## src/rtl/dac_arb_pkg.sv

```systemverilog
// -----------------------------------------------------------------------------
// dac_arb_pkg
// Shared definitions for the DAC update arbiter and related shared-resource
// arbiters in the controller.
//   arb_state_e : arbiter FSM state (IDLE, BUSY)
//   addr_width(): channel-address width needed to address n_chan channels
//                 (never less than 1 bit)
// -----------------------------------------------------------------------------
package dac_arb_pkg;

   typedef enum logic {
      IDLE = 1'b0,
      BUSY = 1'b1
   } arb_state_e;

   function automatic int addr_width(input int n_chan);
      return (n_chan <= 2) ? 1 : $clog2(n_chan);
   endfunction

endpackage

```

## src/rtl/rr_select.sv

```systemverilog
// -----------------------------------------------------------------------------
// rr_select
// Combinational round-robin priority picker. Returns the first set request
// bit at or after ptr_in, wrapping modulo N_REQ.
//   req_in  [N_REQ] : request bits
//   ptr_in  [W_SEL] : highest-priority index this cycle (must be < N_REQ)
//   sel_out [W_SEL] : index of the winning request (0 when none)
//   any_out         : at least one request bit is set
// -----------------------------------------------------------------------------
module rr_select #(
   parameter int N_REQ = 8,
   parameter int W_SEL = 3
) (
   input  logic [N_REQ-1:0] req_in,
   input  logic [W_SEL-1:0] ptr_in,
   output logic [W_SEL-1:0] sel_out,
   output logic             any_out
);

   logic [W_SEL-1:0] idx;

   // Walk the requests starting from the pointer; the first hit wins and
   // any_out then masks all later candidates.
   always_comb begin
      sel_out = '0;
      any_out = 1'b0;
      idx     = '0;
      for (int i = 0; i < N_REQ; i++) begin
         idx = W_SEL'((int'(ptr_in) + i) % N_REQ);
         if (!any_out && req_in[idx]) begin
            sel_out = idx;
            any_out = 1'b1;
         end
      end
   end

endmodule

```

## src/rtl/dac_update_arbiter.sv

```systemverilog
// -----------------------------------------------------------------------------
// dac_update_arbiter
// Shares the single serial DAC write port among N_CHAN output channels using
// round-robin arbitration. Each channel owns a one-deep latest-wins holding
// register so a slow DAC never stalls the control loops.
//
// Ports
//   clk_in        : system clock
//   n_rst_in      : synchronous active-low reset
//   chan_en_in    : per-channel enable; a disabled channel loses its pending
//                   value and ignores strobes
//   upd_valid_in  : per-channel one-cycle "new value" strobe
//   upd_data_in   : packed data, channel k at [k*W_DATA +: W_DATA]
//   dac_req_out   : write request to the serializer
//   dac_addr_out  : channel being written
//   dac_data_out  : word being written
//   dac_ack_in    : one-cycle pulse from the serializer, write complete
//   pending_out   : holding-register-occupied flags
//   state_dbg_out : current arbiter FSM state
//   drop_cnt_out  : saturating count of overwritten pending values
//                   (only when DAC_ARB_DROP_CNT_EN is defined)
//
// Handshake: dac_req_out rises with a registered (addr, data) word and both
// stay stable until dac_ack_in is sampled high; req drops on that edge and
// stays low for at least one cycle before the next grant. dac_ack_in seen
// while no request is outstanding is ignored.
//
// Optional feature macro: DAC_ARB_DROP_CNT_EN
// -----------------------------------------------------------------------------
module dac_update_arbiter
   import dac_arb_pkg::*;
#(
   parameter int N_CHAN = 8,
   parameter int W_DATA = 16,
   parameter int W_ADDR = addr_width(N_CHAN)
) (
   input  logic                     clk_in,
   input  logic                     n_rst_in,
   input  logic [N_CHAN-1:0]        chan_en_in,
   input  logic [N_CHAN-1:0]        upd_valid_in,
   input  logic [N_CHAN*W_DATA-1:0] upd_data_in,
   output logic                     dac_req_out,
   output logic [W_ADDR-1:0]        dac_addr_out,
   output logic [W_DATA-1:0]        dac_data_out,
   input  logic                     dac_ack_in,
   output logic [N_CHAN-1:0]        pending_out,
   output arb_state_e               state_dbg_out
`ifdef DAC_ARB_DROP_CNT_EN
   ,
   output logic [15:0]              drop_cnt_out
`endif
);

   arb_state_e        state_q, state_d;
   logic [W_DATA-1:0] hold_q [N_CHAN];
   logic [N_CHAN-1:0] pend_q, pend_d;
   logic [N_CHAN-1:0] strobe, eligible, grant_vec;
   logic [W_ADDR-1:0] rr_ptr_q, pick_sel;
   logic              pick_any, grant, done;

   assign strobe   = upd_valid_in & chan_en_in;
   // A channel disabled this cycle is no longer a candidate for a grant.
   assign eligible = pend_q & chan_en_in;

   rr_select #(
      .N_REQ (N_CHAN),
      .W_SEL (W_ADDR)
   ) u_rr_select (
      .req_in  (eligible),
      .ptr_in  (rr_ptr_q),
      .sel_out (pick_sel),
      .any_out (pick_any)
   );

   // ---------------- FSM ----------------
   always_ff @(posedge clk_in) begin
      if (!n_rst_in) state_q <= IDLE;
      else           state_q <= state_d;
   end

   always_comb begin
      state_d = state_q;
      grant   = 1'b0;
      done    = 1'b0;
      case (state_q)
         IDLE: begin
            if (pick_any) begin
               grant   = 1'b1;
               state_d = BUSY;
            end
         end
         BUSY: begin
            if (dac_ack_in) begin
               done    = 1'b1;
               state_d = IDLE;
            end
         end
         default: state_d = IDLE;
      endcase
   end

   always_comb begin
      grant_vec = '0;
      if (grant) grant_vec[pick_sel] = 1'b1;
   end

   // A strobe always leaves the flag set, including on the channel being
   // granted this cycle (the granted word is the old hold value).
   assign pend_d = chan_en_in & (strobe | (pend_q & ~grant_vec));

   // ---------------- holding registers ----------------
   always_ff @(posedge clk_in) begin
      if (!n_rst_in) begin
         pend_q <= '0;
         for (int k = 0; k < N_CHAN; k++) hold_q[k] <= '0;
      end else begin
         pend_q <= pend_d;
         for (int k = 0; k < N_CHAN; k++) begin
            if (strobe[k]) hold_q[k] <= upd_data_in[k*W_DATA +: W_DATA];
         end
      end
   end

   // ---------------- output word and round-robin pointer ----------------
   always_ff @(posedge clk_in) begin
      if (!n_rst_in) begin
         dac_addr_out <= '0;
         dac_data_out <= '0;
         rr_ptr_q     <= '0;
      end else if (grant) begin
         dac_addr_out <= pick_sel;
         dac_data_out <= hold_q[pick_sel];
      end else if (done) begin
         // The word just written keeps lowest priority for the next round.
         rr_ptr_q <= (dac_addr_out == W_ADDR'(N_CHAN - 1)) ? '0
                                                          : dac_addr_out + W_ADDR'(1);
      end
   end

   assign dac_req_out   = (state_q == BUSY);
   assign pending_out   = pend_q;
   assign state_dbg_out = state_q;

`ifdef DAC_ARB_DROP_CNT_EN
   // ---------------- dropped-update counter ----------------
   logic [N_CHAN-1:0] drop_vec;
   logic [16:0]       drop_sum;
   logic [15:0]       drop_cnt_q;

   // Overwrite of a still-pending value; the grant-cycle strobe is exempt
   // because the old value is being written out.
   assign drop_vec = strobe & pend_q & ~grant_vec;
   assign drop_sum = {1'b0, drop_cnt_q} + 17'($countones(drop_vec));

   always_ff @(posedge clk_in) begin
      if (!n_rst_in)        drop_cnt_q <= '0;
      else if (drop_sum[16]) drop_cnt_q <= 16'hFFFF;
      else                  drop_cnt_q <= drop_sum[15:0];
   end

   assign drop_cnt_out = drop_cnt_q;
`endif

endmodule

```

## config.mk

```make
export PLATFORM = sky130hd
export DESIGN_NAME = dac_update_arbiter
export DESIGN_NICKNAME = d
export VERILOG_FILES = /design/src/rtl/dac_arb_pkg.sv /design/src/rtl/rr_select.sv /design/src/rtl/dac_update_arbiter.sv
export SDC_FILE = /design/constraint.sdc
export NUM_CORES = 1
export LEC_CHECK = 0
export CAP_MARGIN = 20
export CELL_PAD_IN_SITES_DETAIL_PLACEMENT = 1
export CELL_PAD_IN_SITES_GLOBAL_PLACEMENT = 1
export CORE_UTILIZATION = 30
export DETAILED_ROUTE_END_ITERATION = 8
export PLACE_DENSITY_LB_ADDON = 0.1
export SLEW_MARGIN = 40
export SYNTH_ARGS = -nofsm -noshare
export SYNTH_HDL_FRONTEND = slang
export SYNTH_SLANG_ARGS = --single-unit
```

## constraint.sdc

```tcl
create_clock -name clk_in -period 9.72 [get_ports clk_in]
set_input_delay 1.458 -clock clk_in [delete_from_list [all_inputs] [get_ports clk_in]]
set_output_delay 1.458 -clock clk_in [all_outputs]
set_load 0.02 [all_outputs]
```

# Word-level counts from Yosys, hierarchy flattened
# Memories as Yosys holds them, arrays and structs flattened. A register that Yosys moved wholly into a read port is not among the register bits.
# Cells that the tools add are included.
[totals]
register_bits = 15
ram_bits = 128
inputBits = 147
output_inout_bits = 29
word_cells = 132
n_memories = 1
[classes]
addsub = 8
magnitude_cmp = 10
n_eq_ne = 1
mux = 75
n_bitwise = 16
n_reduce_logical = 17
[mem_list]
columns = ["name", "depth", "width", "read_ports", "rd_clocked_by_memory_dff", "write_ports", "line", "text"]
rows = [
  ["hold_q", 8, 16, 1, 1, 8, "dac_update_arbiter.sv:55", "logic [W_DATA-1:0] hold_q [N_CHAN];"],
]
[op_table]
columns = ["cell", "n"]
rows = [
  ["$mux W16", 8],
  ["$mux W1", 47],
  ["$lt A3 B4 Y1 const B", 9],
  ["$and A8 B8 Y8", 4],
  ["$mux W3", 9],
  ["$bmux W1 S3", 8],
  ["$add A3 B3 Y3 const B", 4],
  ["$logic_and A1 B1 Y1", 8],
  ["$logic_not A1 Y1", 8],
  ["$mux W8", 1],
  ["$not A8 Y8", 1],
  ["$or A1 B1 Y1", 8],
  ["$or A8 B8 Y8", 1],
  ["$add A3 B1 Y3 const B", 2],
  ["$add A3 B2 Y3 const B", 2],
  ["$demux W1 S3", 1],
  ["$eq A3 B3 Y1 const B", 1],
  ["$ge A3 B1 Y1 const B", 1],
  ["$not A1 Y1", 2],
  ["$pmux W1 S2", 1],
  ["$reduce_and A2 Y1", 1],
]

# Depth between registers and ports, before layout
# Gate-level depths: netlist (run 1).
[depth]
ltp_word = 34
mapped_depth = 14
mapped_depth_nobuf = 11

# Hierarchy
# From an unflattened synthesis (run 1), not the netlist that was laid out.
[hier_totals]
hier_cells = 668
area_unflattened_um2 = 8171.6
[modules_own_cells]
columns = ["module", "n_inst", "cells_each", "area_per_inst_um2", "seq_area_each_um2"]
rows = [
  ["dac_update_arbiter", 1, 547, 7090.6, 4464.3],
  ["rr_select", 1, 121, 1081.0, 0.0],
]

# Worst setup path after synthesis (run 1)
# No wires, ideal clock.
[synth_path]
kind = "input-to-reg"
startpoint = "input chan_en_in[5]"
endpoint = "register dac_data_out[3], read port of hold_q"
arrival_ps = 3764
path_slack_ps = 5813
stages = 11
path_buffers = 2
path_cell_list = "nand2_1 o21a_2 mux4_2 a21boi_1 nand3b_4 a32oi_2 buf_6 buf_8 mux2_2 o22ai_1 a211oi_1"
[synth_between]
elab_chain_cells = 27
elab_cells_between_ends = 49
[synth_lines]
columns = ["item", "line", "text"]
rows = [
  ["from (decl)", "dac_update_arbiter.sv:39", "input logic [N_CHAN-1:0] chan_en_in,"],
  ["$and A8 B8 Y8 (*)", "dac_update_arbiter.sv:63", "assign eligible = pend_q & chan_en_in;"],
  ["$bmux W1 S3", "rr_select.sv:30", "if (!any_out && req_in[idx]) begin"],
  ["$mux W1 (not written as such)", "rr_select.sv:30", ""],
  ["$mux W1", "rr_select.sv:30", ""],
  ["$logic_not A1 Y1", "rr_select.sv:30", ""],
  ["$logic_and A1 B1 Y1", "rr_select.sv:30", ""],
  ["$mux W1", "rr_select.sv:30", ""],
  ["$logic_not A1 Y1", "rr_select.sv:30", ""],
  ["[... 11 more ...]", "n/a", ""],
  ["$logic_not A1 Y1", "rr_select.sv:30", ""],
  ["$logic_and A1 B1 Y1", "rr_select.sv:30", ""],
  ["$mux W1", "rr_select.sv:30", ""],
  ["$logic_not A1 Y1", "rr_select.sv:30", ""],
  ["$logic_and A1 B1 Y1", "rr_select.sv:30", ""],
  ["$mux W1", "rr_select.sv:30", ""],
  ["$mux W1", "dac_update_arbiter.sv:87", "if (pick_any) begin"],
  ["$mux W1", "dac_update_arbiter.sv:85", "case (state_q)"],
  ["to (decl)", "dac_update_arbiter.sv:44", "output logic [W_DATA-1:0] dac_data_out,"],
]
# Mark *: on every way between the ends. The rest lies on a longest branch, timed or not. The select of a mux whose other input is x is not followed.
# A chain may end at the register's enable or synchronous reset.

# Worst setup path after layout (run 1)
[layout_path]
startpoint = "input chan_en_in[1]"
endpoint = "register dac_data_out[2], read port of hold_q"
# Same word-level chain as after synthesis.

==> key figures, run 1 <==
Logic synthesis
  • Yosys reg bits: 159
  • Netlist cell types: 68
  • Avg Cell Area, Syn: 12.4 µm²
  • Most used flip-flop cell after synthesis: edfxtp_1
  • Mapped Nets: 811
  • Part of the Yosys area used for sequential elements: 54.5%
  • Area contributors post-synth: edfxtp_1 47%, and2_1 10%, dfxtp_1 7.6%
  • Post-synth top area cell: edfxtp_1
  • Synthesized area: 8190 µm²
  • Syn Inst Count: 660
  • EDFF count, synth: 128
  • Synth Warn #: 0
  • Post-synth top area share: 46.9%
  • Asr flop ratio synth: 0%

Clock network
  • Root Driver: clkbuf_16
  • H-tree levels: 4
  • Clock tree buffer depth: 2
  • Clock slew at reported path FFs: 0.07 ns
  • Quantity of hold-fixing buffers added after cts: 0
  • Worst skew pair latency: 0.43 ns
  • Cts repair resizes: 0
  • CTS Buf Count: 17
  • Clock sinks: 159
  • Post-CTS Setup Bufs: 0
  • CTS tree: built

Outcome
  • Outcome: finished clean

STA
  • Tmin final: 5.12 ns
  • Max-slew violation count: 0
  • Max_slew headroom: 43.1%
  • Setup TNS: 0 ns
  • # setup viols final: 0
  • Final hold viol count: 0
  • Hold WS: 0.576 ns
  • Max Clk Rate: 195 MHz
  • Period utilization: 52.7%
  • Post-route clock skew: 0.0159 ns
  • RSZ-0062 raised after global routing: false
  • Slew @ Worst Pin: 0.851 ns

Critical path
  • Crit path capture type: flop
  • Crit start category: input port
  • Req. time, crit path: 10.02 ns
  • Reg-to-reg setup timing slack: 5.11 ns
  • FF-to-FF Start: rr_ptr_q[0]
  • Largest stage delay on the critical path: 0.69 ns
  • CP max stage cell: nor2_1
  • CP Max Fanout: 16
  • CP arrival: 5.42 ns
  • Worst Setup SP: chan_en_in[1]
  • Cells on worst reg2reg path: 10
  • Critical path type: input port to flop
  • Crit path cell chain: clkdlybuf4s50_1 > and2_1 > a21boi_2 > mux4_2 > and4_1 > nand4_1 > nor2_1 > o211ai_2 > o22ai_1 > nor3_1
  • RR Endpoint: dac_data_out[2]
  • Worst setup endpoint: dac_data_out[2]

Routing
  • DRC: 0
  • Final WL: 26,800 µm
  • WL per Instance: 22.9 µm
  • DRT Pass-1 Iters: 4
  • First DRT Iteration DRCs: 358
  • Vias per std cell: 5.07
  • DRT antenna net count: 0
  • Vias: 5,939

Floorplanning
  • Die X: 167 µm
  • Std-Cell Rows: 60
  • Die Y: 167 µm
  • Initial core utilization: 30.5%
  • Core Area: 26,900 µm²
  • Ports: 176
  • Die area: 28,000 µm²

Global routing
  • Initial antenna violation count: 0
  • Vias in the first global route: 6,484
  • Total gr overflow: 0
  • Largest net degree at the start of global routing: 78
  • Global-route wire length before repair: 40,500 µm
  • Overall Global Routing Usage: 19.6%

Placement
  • IO Port Bufs: 175
  • HPWL after DPL: 19,700 µm
  • Gpl congestion: 0.874

Power
  • Power density over cell area: 205 nW/µm²
  • Maximum vdd drop: 0.114 mV
  • Leakage: 3.83 nW

Finish
  • Nets: 968
  • Area growth from synthesis to layout: 32.2%
  • Fill cells: 2,845
  • Antenna Cells: 0
  • Share of cells above drive strength 1: 16.1%

Min path
  • Hold crit path type: flop to flop

Job
  • Max cap viols: 0
==> critical path: cells and delay by family <==
kind                   cells  cell delay, ns
AND/OR/NAND/NOR            5            1.72
multiplexers               1            0.35
AO/OA/AOI/OAI              3            1.36
buffers and inverters      1            0.50
==> routing by layer <==
metal	vias up	track usage [%]	share of wire, %
li1	2772	-	-
met1	3001	27.6	48
met2	154	31.4	47
met3	12	3.33	4.1
met4	0	4.47	0.84
met5	-	0	0
==> stage by stage <==
step	cell area, µm²	setup slack (ns)	cells	total power, mW	utilization [%]
floorplan	8190	5.81	660	1.28	-
global placement	10200	3.48	1138	1.56	37.9
detailed placement	10200	4.08	1138	1.56	38.0
CTS	10800	4.50	1170	2.24	40.2
global route	10800	4.35	1171	2.31	40.3
finish	10800	4.60	1171	2.22	40.3
==> logic make-up after synthesis <==
kind of cell / share of synthesized area (%)
AND/OR/NAND/NOR: 16.7
flip-flops: 54.5
AO/OA/AOI/OAI: 10.8
multiplexers: 13.9
buffers and inverters: 3.04
adder cells (fa/ha/maj): 0.611
XOR/XNOR: 0.504
==> area by class of cell <==
class                   instances  area (µm²)  share of cell area [%]
clock buffers                  19         454                    4.19
clock inverters                13         136                    1.26
inverters                       7        26.3                   0.243
multi-input cells             450        3510                    32.4
flip-flops and latches        159        4470                    41.2
well taps                     341         427                    3.94
repair buffers                182        1810                    16.7
==> worst min path at each step <==
stage / start / endpoint / slack [ns] / depth (start not counted)
floorplan: dac_addr_out[1] / dac_addr_out[1] / 0.60 / 2
global placement: pending_out[1] / pending_out[1] / 0.55 / 2
detailed placement: pending_out[1] / pending_out[1] / 0.57 / 2
CTS: pending_out[1] / pending_out[1] / 0.58 / 2
global route: pending_out[1] / pending_out[1] / 0.60 / 2
finish: pending_out[1] / pending_out[1] / 0.58 / 2
==> cells in the final DEF, fill, tap and decap left out, types with 3 or more instances in the layout <==
cell type        instances
and4_1                   4
a41o_1                   3
and3_1                   6
buf_4                    5
inv_8                    4
nor2_1                  11
o211ai_1                 4
dfxtp_1                 30
nand3_1                 11
a221oi_1                 4
edfxtp_1               128
mux2i_1                 29
nand2b_1                 4
inv_6                    5
and2_1                 132
mux2_2                  49
a31o_2                   5
a211oi_1                 4
clkbuf_16               18
clkdlybuf4s50_1        174
a31oi_1                  3
nand4_1                  3
inv_1                    5
a211oi_2                 9
nor3_1                   5
ha_1                     4
mux4_2                  13
o22ai_1                 20
o21ai_0                 28
nor2b_1                  4
nand2_1                 48
a21oi_1                  3
==> report_power, final <==
group	switching [mW]	internal (mW)
clock network	0.318	0.358
logic	0.365	0.312
registers	0.0510	0.820
==> cells in the mapped netlist (2+ instances only) <==
cell type,number
and2_1,132
edfxtp_1,128
mux2_2,49
nand2_1,48
dfxtp_1,31
mux2i_1,29
o21ai_0,28
clkbuf_1,25
o22ai_1,20
mux4_2,13
nand3_1,11
nor2_1,11
buf_2,10
a211oi_2,9
and3_1,6
a31o_2,5
buf_4,5
inv_1,5
nor3_1,5
a211oi_1,4
a221oi_1,4
and4_1,4
ha_1,4
nand2b_1,4
nor2b_1,4
o211ai_1,4
a21oi_1,3
a31oi_1,3
a41o_1,3
nand4_1,3
a21boi_0,2
a21boi_1,2
a21boi_2,2
a22oi_1,2
buf_6,2
inv_2,2
nand4b_1,2
o2111ai_1,2
o211a_1,2
o211ai_2,2
o21a_1,2
xnor2_2,2
==> flip-flops by register name, indices dropped and copies added (netlist names) <==
| name | cells |
|---|---|
| pending_out | 8 |
| dac_req_out | 1 |
| dac_data_out | 16 |
| hold_q | 128 |
| rr_ptr_q | 3 |
| dac_addr_out | 3 |
No activity file was read; power rests on OpenSTA's default activity.
==> inputs of run 2 (changes only) <==
==> constraint.sdc (replaced) <==
create_clock -name clk_in -period 5.1 [get_ports clk_in]
set_input_delay 0.765 -clock clk_in [delete_from_list [all_inputs] [get_ports clk_in]]
set_output_delay 0.765 -clock clk_in [all_outputs]
set_load 0.02 [all_outputs]
==> key figures, run 2 (same netlist as run 1, synthesis figures left out) <==
Outcome
  • Outcome: finished clean

Routing
  • DRT antenna net count: 0
  • DRT Pass-1 Iters: 4
  • Vias per std cell: 5.00
  • Final WL: 26,100 µm
  • Vias: 5,883
  • WL per Instance: 22.2 µm
  • DRC: 0
  • First DRT Iteration DRCs: 399

STA
  • RSZ-0062 raised after global routing: false
  • Final hold viol count: 0
  • Max-slew violation count: 0
  • Setup TNS: 0 ns
  • Max_slew headroom: 47.1%
  • Tmin final: 4.08 ns
  • # setup viols final: 0
  • Period utilization: 79.9%
  • Slew @ Worst Pin: 0.792 ns
  • Max Clk Rate: 245 MHz
  • Post-route clock skew: 0.0134 ns

Critical path
  • CP arrival: 4.38 ns
  • Crit path capture type: flop
  • CP Max Fanout: 68
  • Crit start category: input port
  • Critical path type: input port to flop
  • FF-to-FF Start: rr_ptr_q[1]
  • Reg-to-reg setup timing slack: 1.13 ns
  • Req. time, crit path: 5.40 ns
  • Cells on worst reg2reg path: 13
  • RR Endpoint: dac_data_out[14]

Global routing
  • Overall Global Routing Usage: 19.0%
  • Vias in the first global route: 6,266
  • Total gr overflow: 0
  • Largest net degree at the start of global routing: 69
  • Global-route wire length before repair: 39,500 µm
  • Initial antenna violation count: 1

Finish
  • Fill cells: 2,840
  • Register area: 4460 µm²
  • Area growth from synthesis to layout: 32.4%
  • Nets: 973
  • Top reg by flops: hold_q
  • Number of flip-flops in the largest register: 128
  • Finished Core Util: 40.3%
  • Most common cell after layout, fill and taps aside: clkdlybuf4s50_1
  • Most frequent cells in the layout: 174 x clkdlybuf4s50_1, 132 x and2_1, 128 x edfxtp_1
  • Share of cells above drive strength 1: 16.6%
  • Multi-input gate area: 3490 µm²

Clock network
  • CTS tree: built
  • CTS Buf Count: 17
  • Clock tree buffer depth: 2
  • Worst skew pair latency: 0.43 ns
  • Clock sinks: 159
  • Clock slew at reported path FFs: 0.07 ns
  • Post-CTS Setup Bufs: 0
  • Quantity of hold-fixing buffers added after cts: 0
  • H-tree levels: 4
  • Root Driver: clkbuf_16
  • Cts repair resizes: 0

Min path
  • Hold EP: dac_data_out[3]
  • Hold crit path type: flop to flop
  • Hold Crit Depth: 2
  • Hold path startpoint: dac_data_out[3]

Floorplanning
  • Ports: 176
  • Die Y: 167 µm
  • Initial core utilization: 30.5%
  • Std-Cell Rows: 60
  • Die area: 28,000 µm²
  • Core Area: 26,900 µm²
  • Die X: 167 µm

Power
  • Leakage: 3.84 nW
  • Maximum vdd drop: 0.232 mV
  • Power density over cell area: 391 nW/µm²

Job
  • Max cap viols: 0

Placement
  • IO Port Bufs: 175
  • Gpl congestion: 0.823
  • HPWL after DPL: 19,700 µm
## run 2: metrics by stage
stage | total power, mW | setup slack [ns] | instances | hold slack, ns | area, µm²
after floorplan | 2.45 | 1.78 | 660 | 0.604 | 8190
after global placement | 3.00 | 0.639 | 1144 | 0.550 | 10300
after detailed placement | 3.02 | 0.561 | 1144 | 0.561 | 10300
after CTS | 4.30 | 1.00 | 1176 | 0.575 | 10800
after global routing | 4.42 | 0.784 | 1177 | 0.625 | 10800
final | 4.24 | 1.02 | 1177 | 0.568 | 10800
## run 2: how the worst max path moves through the flow
stage	startpoint	endpoint	slack [ns]
CTS	chan_en_in[1]	dac_data_out[14]	1.00
global route	chan_en_in[1]	dac_data_out[14]	0.78
floorplan	rr_ptr_q[0]	dac_data_out[3]	1.78
finish	chan_en_in[1]	dac_data_out[14]	1.02
global placement	chan_en_in[1]	dac_data_out[14]	0.64
detailed placement	chan_en_in[1]	dac_data_out[14]	0.56
## run 2: area by class of cell
| cell class | count | share of cell area (%) |
|---|---|---|
| Sequential cell | 159 | 41.2 |
| Antenna cell | 1 | 0.0231 |
| Timing Repair Buffer | 187 | 17.1 |
| Inverter | 7 | 0.242 |
| Clock inverter | 14 | 1.36 |
| Multi-Input combinational cell | 450 | 32.2 |
| Tap cell | 341 | 3.94 |
| Clock buffer | 18 | 3.96 |
## run 2: critical path: stages
cell	delay, ns
clkdlybuf4s50_1	0.48
and2_1	0.25
a21boi_2	0.33
mux4_2	0.34
and4_1	0.47
nand3_1	0.19
a32oi_4	0.25
buf_12	0.37
mux2_2	0.42
o22ai_1	0.34
nor3_1	0.08
## run 2: per-layer routing
layer  GRT usage, %  vias to the layer above  wire length (µm)
li1               -                     2784                 -
met1           25.7                     2929             12000
met2           32.0                      156             12900
met3           3.14                       14              1060
met4           4.15                        0               232
met5              0                        -                 0
## run 2: report_power, final
part	internal (mW)	switching [mW]	total, mW	leakage, nW
registers	1.56	0.0815	1.64	1.56
logic	0.603	0.720	1.32	2.01
clock network	0.693	0.583	1.28	0.280
total	2.86	1.38	4.24	3.84
==> inputs of run 3 (changes only) <==
==> constraint.sdc (replaced) <==
create_clock -name clk_in -period 3.4 [get_ports clk_in]
set_input_delay 0.51 -clock clk_in [delete_from_list [all_inputs] [get_ports clk_in]]
set_output_delay 0.51 -clock clk_in [all_outputs]
set_load 0.02 [all_outputs]
==> key figures, run 3 (same netlist as run 1, synthesis figures left out) <==
Global routing
  • Global-route wire length before repair: 41,700 µm
  • Total gr overflow: 0
  • Overall Global Routing Usage: 20.1%
  • Largest net degree at the start of global routing: 39
  • Vias in the first global route: 6,731
  • Initial antenna violation count: 0

Power
  • Sw power: 2.20 mW
  • Flop pwr share: 36.9%
  • Power Internal: 4.56 mW
  • Leakage: 4.33 nW
  • Clock group share of total power: 28.2%
  • Maximum vdd drop: 0.406 mV
  • Sw Ratio: 32.6%
  • Comb pwr share: 34.9%
  • Power density over cell area: 579 nW/µm²

Floorplanning
  • Die X: 167 µm
  • Initial core utilization: 30.5%
  • Die Y: 167 µm
  • Die area: 28,000 µm²
  • Ports: 176
  • Std-Cell Rows: 60
  • Core Area: 26,900 µm²

Critical path
  • Most used cell, CP: buf_4
  • CP max stage cell: mux4_2
  • Reg-to-reg setup timing slack: 0.17 ns
  • Largest stage delay on the critical path: 0.55 ns
  • Crit start category: input port
  • Cells on worst reg2reg path: 12
  • CP Max Fanout: 5
  • Crit path cell chain: clkdlybuf4s50_1 > buf_4 > and2_1 > mux4_2 > a221oi_2 > nor4_1 > a31oi_1 > a2bb2oi_2 > buf_4 > nor4b_2 > buf_4 > nand2_1 > a41o_1
  • Crit path capture type: flop
  • CP arrival: 3.63 ns
  • RR Endpoint: dac_data_out[15]
  • Req. time, crit path: 3.72 ns
  • FF-to-FF Start: rr_ptr_q[1]
  • Critical path type: input port to flop

STA
  • Period utilization: 97.5%
  • Tmin final: 3.31 ns
  • # setup viols final: 0
  • Setup TNS: 0 ns
  • Slew @ Worst Pin: 0.774 ns
  • Final hold viol count: 0
  • Hold WS: 0.550 ns
  • Max-slew violation count: 0
  • Post-route clock skew: 0.0159 ns
  • Max_slew headroom: 48.3%
  • Max Clk Rate: 302 MHz

Job
  • Max cap viols: 0

Clock network
  • Root Driver: clkbuf_16
  • Worst skew pair latency: 0.43 ns
  • CTS Buf Count: 17
  • Quantity of hold-fixing buffers added after cts: 0
  • Clock tree buffer depth: 2
  • H-tree levels: 4
  • Clock sinks: 159
  • CTS tree: built
  • Clock slew at reported path FFs: 0.07 ns

Routing
  • Vias per std cell: 5.00
  • DRT Pass-1 Iters: 4
  • WL per Instance: 21.9 µm
  • Vias: 6,298
  • DRC: 0
  • Final WL: 27,600 µm
  • DRT antenna net count: 0
  • First DRT Iteration DRCs: 294

Finish
  • Nets: 1,056
  • Most frequent cells in the layout: 173 x clkdlybuf4s50_1, 132 x and2_1, 128 x edfxtp_1
  • Antenna Cells: 0
  • Number of flip-flops in the largest register: 128
  • Fill cells: 2,834
  • Top reg by flops: hold_q
  • Most common cell after layout, fill and taps aside: clkdlybuf4s50_1
  • Area growth from synthesis to layout: 42.6%
  • Share of cells above drive strength 1: 26.1%

Outcome
  • Outcome: finished clean

Min path
  • Hold EP: pending_out[6]
  • Hold Crit Depth: 3
  • Hold path startpoint: chan_en_in[6]
  • Hold crit path type: input port to flop

Placement
  • Gpl congestion: 0.858
  • IO Port Bufs: 175
  • HPWL after DPL: 21,100 µm
[run 3: worst max-delay path, delay by kind of cell]
kind / cells / cell delay (ns)
buffers and inverters: 4 / 1.03
AO/OA/AOI/OAI: 4 / 0.99
multiplexers: 1 / 0.55
AND/OR/NAND/NOR: 4 / 0.57
[run 3: worst max path at each step]
stage	start	to	slack (ns)	cells past startpoint
6_report	chan_en_in[2]	pending_out[4]	0.09	13
5_1_grt	chan_en_in[7]	dac_data_out[15]	-0.01	13
4_1_cts	chan_en_in[5]	dac_data_out[4]	-0.02	12
3_5_place_dp	chan_en_in[1]	dac_data_out[6]	-0.54	12
3_3_place_gp	chan_en_in[6]	dac_data_out[15]	-0.47	12
2_1_floorplan	rr_ptr_q[0]	dac_data_out[3]	0.07	13
[run 3: area by class of cell]
cell class | count | area, µm² | share of cell area, %
clock buffers | 18 | 429 | 3.67
clock inverters | 14 | 169 | 1.45
inverters | 7 | 26.3 | 0.225
multi-input cells | 450 | 3580 | 30.7
flip-flops and latches | 159 | 4470 | 38.3
well taps | 341 | 427 | 3.65
repair buffers | 270 | 2580 | 22.1
[run 3: per-stage QoR]
| stage | std cells | power [mW] | worst slack [ns] | util (%) | instance area, µm² |
|---|---|---|---|---|---|
| after floorplan | 660 | 3.67 | 0.0750 | - | 8190 |
| after global placement | 1224 | 4.78 | -0.473 | 40.7 | 10900 |
| after detailed placement | 1224 | 4.81 | -0.537 | 40.7 | 10900 |
| after CTS | 1256 | 6.74 | -0.0157 | 43.0 | 11600 |
| after global routing | 1259 | 7.06 | -0.0149 | 43.5 | 11700 |
| final | 1259 | 6.77 | 0.0856 | 43.5 | 11700 |
[run 3: per-layer routing]
layer	up-vias	part of all wire (%)	track usage, %
met2	178	48	33.3
met4	0	2.0	5.58
met1	3129	46	26.8
li1	2959	-	-
met5	-	0	0
met3	32	4.4	3.57
[run 3: power groups by stage]
stage | clock network, mW | logic [mW] | registers [mW]
after global routing | 2.03 | 2.51 | 2.52
after floorplan | 0 | 1.10 | 2.57
final | 1.91 | 2.36 | 2.50
after detailed placement | 0 | 2.27 | 2.53
after CTS | 1.95 | 2.29 | 2.50
after global placement | 0 | 2.24 | 2.54
[run 3: repair_timing]
item                       CTS  global route
gates resized for setup      7            19
cloned                       0             1
pin swaps                    0             1
setup endpoints to repair   21            21
buffers inserted             0             2
